===== src/rtl/packet_deframer_if.sv =====
// Link-side and message-side signals of the packet deframer, bundled so the
// deframer and its environment share one declaration of widths and directions.
interface packet_deframer_if #(
    parameter int PACKET_SIZE = 8,
    parameter int MESSAGE_BIT = 256,
    parameter int CHANNEL_BIT = 1
);
    // Link symbol stream
    logic                   in_valid;
    logic [PACKET_SIZE-1:0] in_data;
    logic                   in_ready;

    // Completed message hand-off
    logic                   msg_valid;
    logic                   msg_ready;
    logic [CHANNEL_BIT-1:0] msg_channel;
    logic [4:0]             msg_length;
    logic [MESSAGE_BIT-1:0] msg_data;

    // Status
    logic                   err_pulse;
    logic [2:0]             err_code;
    logic [15:0]            frame_count;

    // Environment side: drives symbols and consumes messages
    modport master (
        output in_valid, in_data, msg_ready,
        input  in_ready, msg_valid, msg_channel, msg_length, msg_data,
        input  err_pulse, err_code, frame_count
    );

    // Deframer side
    modport slave (
        input  in_valid, in_data, msg_ready,
        output in_ready, msg_valid, msg_channel, msg_length, msg_data,
        output err_pulse, err_code, frame_count
    );
endinterface


===== src/rtl/packet_deframer.sv =====
// Packet deframer: walks header / channel / length / data / trailer symbols,
// packs data symbols LSB-first into a shadow payload and commits it to the
// message outputs when the trailer id matches the header id.
module packet_deframer #(
    parameter int PACKET_SIZE = 8,
    parameter int MESSAGE_BIT = 256,
    parameter int CHANNEL_BIT = 1,
    parameter int TIMEOUT     = 1023
) (
    input  logic             CLK,
    input  logic             RST,
    packet_deframer_if.slave bus
);

    localparam int         DATA_BITS = PACKET_SIZE - 1;
    localparam logic [2:0] TAG_HDR   = 3'b100;
    localparam logic [2:0] TAG_CHAN  = 3'b101;
    localparam logic [2:0] TAG_LEN   = 3'b110;
    localparam logic [2:0] TAG_TRL   = 3'b111;

    localparam logic [2:0] ERR_TAG     = 3'd1;
    localparam logic [2:0] ERR_ID      = 3'd2;
    localparam logic [2:0] ERR_TIMEOUT = 3'd3;
    localparam logic [2:0] ERR_PAD     = 3'd4;

    typedef enum logic [2:0] {
        ST_IDLE,
        ST_CHAN,
        ST_LEN,
        ST_DATA,
        ST_END
    } state_t;

    state_t r_state;
    state_t w_state_next;

    // Frame shadow: filled while the frame is in flight
    logic [4:0]             r_id;
    logic [CHANNEL_BIT-1:0] r_chan;
    logic [4:0]             r_len;
    logic [MESSAGE_BIT-1:0] r_shadow;
    logic [8:0]             r_ptr;

    // Committed message and status
    logic                   r_msg_valid;
    logic [CHANNEL_BIT-1:0] r_msg_channel;
    logic [4:0]             r_msg_length;
    logic [MESSAGE_BIT-1:0] r_msg_data;
    logic                   r_err_pulse;
    logic [2:0]             r_err_code;
    logic [15:0]            r_frame_count;
    logic [15:0]            r_idle_cnt;

    // Symbol decode
    logic [PACKET_SIZE-1:0] w_in_data;
    logic [2:0]             w_tag;
    logic [4:0]             w_field5;
    logic                   w_is_data;
    logic                   w_is_hdr;
    logic                   w_is_chan;
    logic                   w_is_len;
    logic                   w_is_trl;
    logic                   w_chan_pad_nz;
    logic                   w_in_ready;
    logic                   w_accept;
    logic                   w_timeout;
    logic [8:0]             w_ptr_next;
    logic [8:0]             w_len_bits;
    logic [MESSAGE_BIT-1:0] w_data_shift;

    // FSM decisions
    logic       w_load_hdr;
    logic       w_load_chan;
    logic       w_load_len;
    logic       w_load_data;
    logic       w_commit;
    logic       w_unexpected;
    logic       w_err;
    logic [2:0] w_err_code;

    assign w_in_data = bus.in_data;
    assign w_tag     = w_in_data[PACKET_SIZE-1:PACKET_SIZE-3];
    assign w_field5  = w_in_data[4:0];
    assign w_is_data = !w_in_data[PACKET_SIZE-1];
    assign w_is_hdr  = (w_tag == TAG_HDR);
    assign w_is_chan = (w_tag == TAG_CHAN);
    assign w_is_len  = (w_tag == TAG_LEN);
    assign w_is_trl  = (w_tag == TAG_TRL);

    // Bits between the tag and the channel index must be zero
    assign w_chan_pad_nz = |(w_in_data[PACKET_SIZE-4:0] >> CHANNEL_BIT);

    // Only a trailer waiting on an unconsumed message is back-pressured
    assign w_in_ready = !((r_state == ST_END) && r_msg_valid && !bus.msg_ready);
    assign w_accept   = bus.in_valid && w_in_ready;

    // Payload packing: bits shifted past MESSAGE_BIT fall off the top
    assign w_ptr_next   = r_ptr + 9'(DATA_BITS);
    assign w_len_bits   = {1'b0, r_len, 3'b000};
    assign w_data_shift = MESSAGE_BIT'(w_in_data[DATA_BITS-1:0]) << r_ptr;

    // This cycle is the TIMEOUT-th consecutive mid-frame cycle without a symbol
    assign w_timeout = (r_state != ST_IDLE) && !w_accept &&
                       (r_idle_cnt == 16'(TIMEOUT - 1));

    // State register
    always_ff @(posedge CLK or posedge RST) begin
        if (RST) begin
            r_state <= ST_IDLE;
        end else begin
            // NOTE: registered state uses <= so every flop samples pre-edge values.
            r_state <= w_state_next;
        end
    end

    // Next-state, shadow load strobes and error selection
    always_comb begin
        // NOTE: every output gets a default first so no path can infer a latch.
        w_state_next = r_state;
        w_load_hdr   = 1'b0;
        w_load_chan  = 1'b0;
        w_load_len   = 1'b0;
        w_load_data  = 1'b0;
        w_commit     = 1'b0;
        w_unexpected = 1'b0;
        w_err        = 1'b0;
        w_err_code   = 3'd0;

        if (w_accept) begin
            case (r_state)
                ST_IDLE: begin
                    if (w_is_hdr) begin
                        w_load_hdr   = 1'b1;
                        w_state_next = ST_CHAN;
                    end
                end
                ST_CHAN: begin
                    if (!w_is_chan) begin
                        w_unexpected = 1'b1;
                    end else if (w_chan_pad_nz) begin
                        w_err        = 1'b1;
                        w_err_code   = ERR_PAD;
                        w_state_next = ST_IDLE;
                    end else begin
                        w_load_chan  = 1'b1;
                        w_state_next = ST_LEN;
                    end
                end
                ST_LEN: begin
                    if (w_is_len) begin
                        w_load_len   = 1'b1;
                        w_state_next = ST_DATA;
                    end else begin
                        w_unexpected = 1'b1;
                    end
                end
                ST_DATA: begin
                    if (w_is_data) begin
                        w_load_data = 1'b1;
                        if (w_ptr_next >= w_len_bits) begin
                            w_state_next = ST_END;
                        end
                    end else begin
                        w_unexpected = 1'b1;
                    end
                end
                ST_END: begin
                    if (w_is_trl) begin
                        w_state_next = ST_IDLE;
                        if (w_field5 == r_id) begin
                            w_commit = 1'b1;
                        end else begin
                            w_err      = 1'b1;
                            w_err_code = ERR_ID;
                        end
                    end else begin
                        w_unexpected = 1'b1;
                    end
                end
                default: w_state_next = ST_IDLE;
            endcase

            // A stray header both aborts the old frame and opens a new one
            if (w_unexpected) begin
                w_err      = 1'b1;
                w_err_code = ERR_TAG;
                if (w_is_hdr) begin
                    w_load_hdr   = 1'b1;
                    w_state_next = ST_CHAN;
                end else begin
                    w_state_next = ST_IDLE;
                end
            end
        end else if (w_timeout) begin
            w_err        = 1'b1;
            w_err_code   = ERR_TIMEOUT;
            w_state_next = ST_IDLE;
        end
    end

    // Frame shadow capture
    always_ff @(posedge CLK or posedge RST) begin
        if (RST) begin
            r_id     <= '0;
            r_chan   <= '0;
            r_len    <= '0;
            r_shadow <= '0;
            r_ptr    <= '0;
        end else begin
            if (w_load_hdr) begin
                r_id     <= w_field5;
                r_shadow <= '0;
                r_ptr    <= '0;
            end
            if (w_load_chan) begin
                r_chan <= w_in_data[CHANNEL_BIT-1:0];
            end
            if (w_load_len) begin
                r_len <= w_field5;
            end
            if (w_load_data) begin
                r_shadow <= r_shadow | w_data_shift;
                r_ptr    <= w_ptr_next;
            end
        end
    end

    // Message hand-off: a commit wins over a same-cycle consume
    always_ff @(posedge CLK or posedge RST) begin
        if (RST) begin
            r_msg_valid   <= 1'b0;
            r_msg_channel <= '0;
            r_msg_length  <= '0;
            r_msg_data    <= '0;
            r_frame_count <= '0;
        end else if (w_commit) begin
            r_msg_valid   <= 1'b1;
            r_msg_channel <= r_chan;
            r_msg_length  <= r_len;
            r_msg_data    <= r_shadow;
            r_frame_count <= r_frame_count + 16'd1;
        end else if (r_msg_valid && bus.msg_ready) begin
            r_msg_valid <= 1'b0;
        end
    end

    // Error strobe; the code sticks until the next error
    always_ff @(posedge CLK or posedge RST) begin
        if (RST) begin
            r_err_pulse <= 1'b0;
            r_err_code  <= 3'd0;
        end else begin
            r_err_pulse <= w_err;
            if (w_err) begin
                r_err_code <= w_err_code;
            end
        end
    end

    // Mid-frame inactivity counter
    always_ff @(posedge CLK or posedge RST) begin
        if (RST) begin
            r_idle_cnt <= '0;
        end else if ((r_state == ST_IDLE) || w_accept || w_timeout) begin
            r_idle_cnt <= '0;
        end else begin
            r_idle_cnt <= r_idle_cnt + 16'd1;
        end
    end

    assign bus.in_ready    = w_in_ready;
    assign bus.msg_valid   = r_msg_valid;
    assign bus.msg_channel = r_msg_channel;
    assign bus.msg_length  = r_msg_length;
    assign bus.msg_data    = r_msg_data;
    assign bus.err_pulse   = r_err_pulse;
    assign bus.err_code    = r_err_code;
    assign bus.frame_count = r_frame_count;

endmodule


===== src/flat_wrapper.sv =====
// flat-port wrapper written by rule: the top's interface ports become plain ports
module packet_deframer_flat 
#(
    parameter int PACKET_SIZE = 8,
    parameter int MESSAGE_BIT = 256,
    parameter int CHANNEL_BIT = 1,
    parameter int TIMEOUT     = 1023
)
  (CLK, RST, bus_in_valid, bus_in_data, bus_msg_ready, bus_in_ready, bus_msg_valid, bus_msg_channel, bus_msg_length, bus_msg_data, bus_err_pulse, bus_err_code, bus_frame_count);
  packet_deframer_if #(.PACKET_SIZE(PACKET_SIZE), .MESSAGE_BIT(MESSAGE_BIT), .CHANNEL_BIT(CHANNEL_BIT)) bus_i ();
  input  logic CLK;
  input  logic RST;
  input wire logic [$bits(bus_i.in_valid)-1:0] bus_in_valid;
  input wire logic [$bits(bus_i.in_data)-1:0] bus_in_data;
  input wire logic [$bits(bus_i.msg_ready)-1:0] bus_msg_ready;
  output wire logic [$bits(bus_i.in_ready)-1:0] bus_in_ready;
  output wire logic [$bits(bus_i.msg_valid)-1:0] bus_msg_valid;
  output wire logic [$bits(bus_i.msg_channel)-1:0] bus_msg_channel;
  output wire logic [$bits(bus_i.msg_length)-1:0] bus_msg_length;
  output wire logic [$bits(bus_i.msg_data)-1:0] bus_msg_data;
  output wire logic [$bits(bus_i.err_pulse)-1:0] bus_err_pulse;
  output wire logic [$bits(bus_i.err_code)-1:0] bus_err_code;
  output wire logic [$bits(bus_i.frame_count)-1:0] bus_frame_count;
  assign bus_i.in_valid = bus_in_valid;
  assign bus_i.in_data = bus_in_data;
  assign bus_i.msg_ready = bus_msg_ready;
  assign bus_in_ready = bus_i.in_ready;
  assign bus_msg_valid = bus_i.msg_valid;
  assign bus_msg_channel = bus_i.msg_channel;
  assign bus_msg_length = bus_i.msg_length;
  assign bus_msg_data = bus_i.msg_data;
  assign bus_err_pulse = bus_i.err_pulse;
  assign bus_err_code = bus_i.err_code;
  assign bus_frame_count = bus_i.frame_count;
  packet_deframer #(.PACKET_SIZE(PACKET_SIZE), .MESSAGE_BIT(MESSAGE_BIT), .CHANNEL_BIT(CHANNEL_BIT), .TIMEOUT(TIMEOUT)) u_core (.CLK(CLK), .RST(RST), .bus(bus_i));
endmodule

===== config.mk =====
export PLATFORM = sky130hd
export DESIGN_NAME = packet_deframer_flat
export DESIGN_NICKNAME = d
export VERILOG_FILES = /design/src/rtl/packet_deframer_if.sv /design/src/rtl/packet_deframer.sv /design/src/flat_wrapper.sv
export SDC_FILE = /design/constraint.sdc
export NUM_CORES = 1
export LEC_CHECK = 0
export ABC_AREA = 0
export BUFFER_PORTS_ARGS = -buffer_cell sky130_fd_sc_hd__buf_4
export CAP_MARGIN = 5
export CORE_ASPECT_RATIO = 2
export CORE_MARGIN = 2
export CORE_UTILIZATION = 50
export CTS_CLUSTER_DIAMETER = 120
export DETAILED_ROUTE_END_ITERATION = 10
export PLACE_DENSITY = 0.76
export SYNTH_ARGS = -nofsm -noshare
export SYNTH_HDL_FRONTEND = slang
export SYNTH_SLANG_ARGS = --single-unit

===== constraint.sdc =====
create_clock -name CLK -period 44.9 [get_ports CLK]
set_input_delay 8.98 -clock CLK [delete_from_list [all_inputs] [get_ports CLK]]
set_output_delay 8.98 -clock CLK [all_outputs]
set_load 0.02 [all_outputs]

==> reports/metrics.csv <==
stage,metric,value,unit
run_status,status,"finished, final reports clean",
synth,synth-seq-cells,578,
finish,multi_input_area,0.007999,mm²
setup_path,end_kind,output port,
setup_path,crit_chain,buf_4 -> nor2b_1 -> nand3_1 -> buf_4,
synth,synth_xor_area_frac,0.01473,
worst_hold_path,hp-class,reg -> reg,
global_routing,busiest_layer,met2,
synth,synthArstFlopShare,1.000,
detailed_routing,drc,0,
placement,dp_hpwl,45.08,mm
pwr,p_sw_frac,0.2645,
floorplanning,die_x,156.3,µm
finish,drive_above_1_share,0.1747,
detailed_routing,wire_per_inst,22.28,µm
sta,fin_skew,0.02162,ns
cts,hold_buffers,0,
finish,area_delta_synth_final,17.68,%
sta,slew_viol_final,0,
detailed_routing,first_iter_violations,1548,
setup_path,reg2reg_to,u_core.r_shadow[236],
setup_path,crit_path_end,bus_in_ready,
synth,yosysSeqAreaShare,0.6236,
global_routing,antenna_found_initial,0,
setup_path,slowest_stage,buf_4,
cts,cts_buffer_depth,3,
placement,port-buffer-count,295,
floorplanning,coreArea,0.04583,mm²
synth,yosysWarnings,0,
cts,htreeDepth,2,
setup_path,path_class,in -> out,
cts,cts_setup_buffers,0,
sta,period_share,0.4148,
detailed_routing,drt-pass1-iter-count,5,
cts,clock_sinks,578,
cts,cts_root_buf,clkbuf_16,
synth,yosys.area_share.simple,0.1912,
setup_path,r2r_cells,6,
global_routing,grtUsageMet3,0.03628,
synth,synthFlopType,dfrtp_1,
detailed_routing,dr_total_vias,17830,
sta,slew_headroom,0.1178,
sta,setup_viol,0,
floorplanning,die_y,308.6,µm
setup_path,cpMostUsedCell,buf_4,
detailed_routing,postRouteAntennaNets,0,
pwr,p_leak,0.01462,µW
synth,synthCells,2266,
synth,synth_mux_area_frac,0.01608,
global_routing,grt_pass1_vias,17580,
pwr,seqPwrFrac,0.497,
synth,avgSynthCellArea,10.24,µm²
pwr,p_int,799.4,µW
setup_path,crit_start,bus_msg_ready,
pwr,power_density,39.82,mW/mm²
finish,ff_latch_area,0.01446,mm²
sta,worst_pin_slew,1.323,ns
setup_path,regToRegSetupSlack,41.01,ns
synth,netlist_area,0.02319,mm²
sta,whs,0.4675,ns
synth,synth_fa_ha_area_frac,0.005394,
pwr,ir_worst_vdd,30.58,µV
floorplanning,start_util,0.5061,
sta,rsz0062_at_grt,no,
synth,ys_types,63,
global_routing,use_met2,0.4813,
cts,clk_pin_slew,0.07,ns
run,maxCapViolCount,0,
global_routing,grt_overflow,0,
pwr,switchingPower,287.5,µW
setup_path,cpPeakStageDelay,0.21,ns
sta,fmax,53.70,MHz
sta,tns,0,ns
setup_path,required,35.92,ns
setup_path,critPathArrivalTime,9.64,ns
setup_path,reg2reg_from,u_core.r_state[0],
synth,synth_top_family_by_area,simple AND/OR/NAND/NOR gates,
global_routing,grt_pass1_wl,104.2,mm
finish,num_antenna_cells,0,
finish,final_nets,2505,
global_routing,grt_max_degree,255,
finish,nFillCells,3840,
pwr,clock_power_share,0.404,
synth,synth_edf_count,0,
setup_path,start_kind,input pin,
cts,numCtsBuffers,49,
synth,synth_nets,2288,
cts,clk_latency,0.59,ns
pwr,combPwrFrac,0.099,
sta,finalHoldViolCount,0,
sta,min_period,18.62,ns
floorplanning,pin_count,296,
global_routing,use_met1,0.3504,
detailed_routing,via_per_inst,5.782,
floorplanning,die_area,0.04823,mm²
global_routing,grt_usage,0.2852,
cts,cts_tree,built,
detailed_routing,wirelength,68.72,mm
placement,place_congestion,0.9273,
synth,synth_compound_area_frac,0.1127,
floorplanning,rows,111,
cts,cts-resized-gates,0,
setup_path,crit_fanout,3,
-- critical path: cells and delay by family --
family                 cells  cell delay [ns]
and+or+nand+nor            2             0.33
buffers and inverters      2             0.32
-- power by group through the flow --
stage	logic [µW]	registers (µW)	clock network (µW)
2_1_floorplan	67.4	544	0
3_3_place_gp	105	549	0
3_5_place_dp	106	549	0
4_1_cts	107	539	446
5_1_grt	114	541	464
6_report	108	540	439
-- per-layer routing --
layer / wire, µm / share of wire
met1: 25840 / 0.38
met2: 34420 / 0.50
met3: 3922 / 0.057
met4: 4541 / 0.066
met5: 0 / 0
-- registers in the layout (all words and copies together), names as in the netlist, 5 cells and up --
register                flops
u_core.r_shadow           256
u_core.r_ptr                9
u_core.bus.msg_data       256
u_core.bus.frame_count     16
u_core.bus.msg_length       5
u_core.r_idle_cnt          16
u_core.r_id                 5
u_core.r_len                5
-- area by class of cell --
cell class,instances,area share
clock buffers,69,0.05359
clock inverters,18,0.006876
inverters,26,0.003851
multi-input cells,1514,0.2931
flip-flops and latches,578,0.5299
well taps,565,0.02590
repair buffers,314,0.08682
-- synthesized netlist by cell type (16+ instances only) --
cell type | count | area (µm²)
dfrtp_1 | 578 | 14460
nand3_1 | 21 | 105.1
buf_2 | 50 | 250.2
nor3_1 | 26 | 130.1
nand4_1 | 16 | 100.1
inv_1 | 24 | 90.09
nor2_1 | 137 | 514.2
xor2_1 | 27 | 236.5
nand2_1 | 819 | 3074
mux2_2 | 18 | 202.7
o2bb2ai_1 | 16 | 140.1
o21ai_0 | 18 | 90.09
a21oi_1 | 90 | 450.4
a22o_1 | 152 | 1331
clkbuf_1 | 68 | 255.2
-- cells in the final DEF, fill, tap and decap left out, types with 10 or more instances in the layout --
master | synthesis | final
a221o_1 | 10 | 10
o21ai_0 | 18 | 18
buf_4 | 3 | 313
clkinv_2 | 0 | 10
ha_1 | 10 | 10
nor3_1 | 26 | 23
a32o_1 | 13 | 13
nand3_1 | 21 | 21
xnor2_1 | 12 | 12
xor2_1 | 27 | 27
clkbuf_8 | 0 | 14
mux2_2 | 18 | 18
nand4_1 | 16 | 16
o2bb2ai_1 | 16 | 16
clkbuf_16 | 0 | 50
nand2_1 | 819 | 819
a22o_1 | 152 | 152
a21oi_1 | 90 | 90
inv_1 | 24 | 23
dfrtp_1 | 578 | 578
nor2_1 | 137 | 137
-- worst min-delay path by stage --
stage | start | end | slack (ns) | cells past startpoint
after global placement | u_core.bus.msg_data[240] | u_core.bus.msg_data[240] | 0.45 | 2
after global routing | u_core.bus.msg_data[199] | u_core.bus.msg_data[199] | 0.49 | 2
after floorplan | u_core.r_chan | u_core.bus.msg_channel | 0.44 | 2
final | u_core.bus.msg_data[148] | u_core.bus.msg_data[148] | 0.47 | 2
after CTS | u_core.bus.msg_data[152] | u_core.bus.msg_data[152] | 0.47 | 2
after detailed placement | u_core.bus.msg_data[152] | u_core.bus.msg_data[152] | 0.46 | 2
-- logic make-up (layout without fill, tap and decap cells) --
group | count (synthesis) | after routing
adder cells (fa/ha/maj) | 10 | 10
XOR/XNOR | 39 | 39
AND/OR/NAND/NOR | 1089 | 1089
flip-flops | 578 | 578
multiplexers | 30 | 30
buffers and inverters | 174 | 427
AO/OA/AOI/OAI | 346 | 346
-- per-stage QoR --
stage / utilization / power, µW / instances / setup WS (ns) / cell area (µm²)
2_1_floorplan: - / 611.3 / 2266 / 19.75 / 23190
3_3_place_gp: 0.5594 / 653.3 / 2997 / 26.20 / 25640
3_5_place_dp: 0.5594 / 655.8 / 2997 / 26.27 / 25640
4_1_cts: 0.5954 / 1092 / 3084 / 26.26 / 27290
5_1_grt: 0.5956 / 1119 / 3084 / 26.23 / 27290
6_report: 0.5956 / 1087 / 3084 / 26.28 / 27290
(Power assumes the default switching activity.)
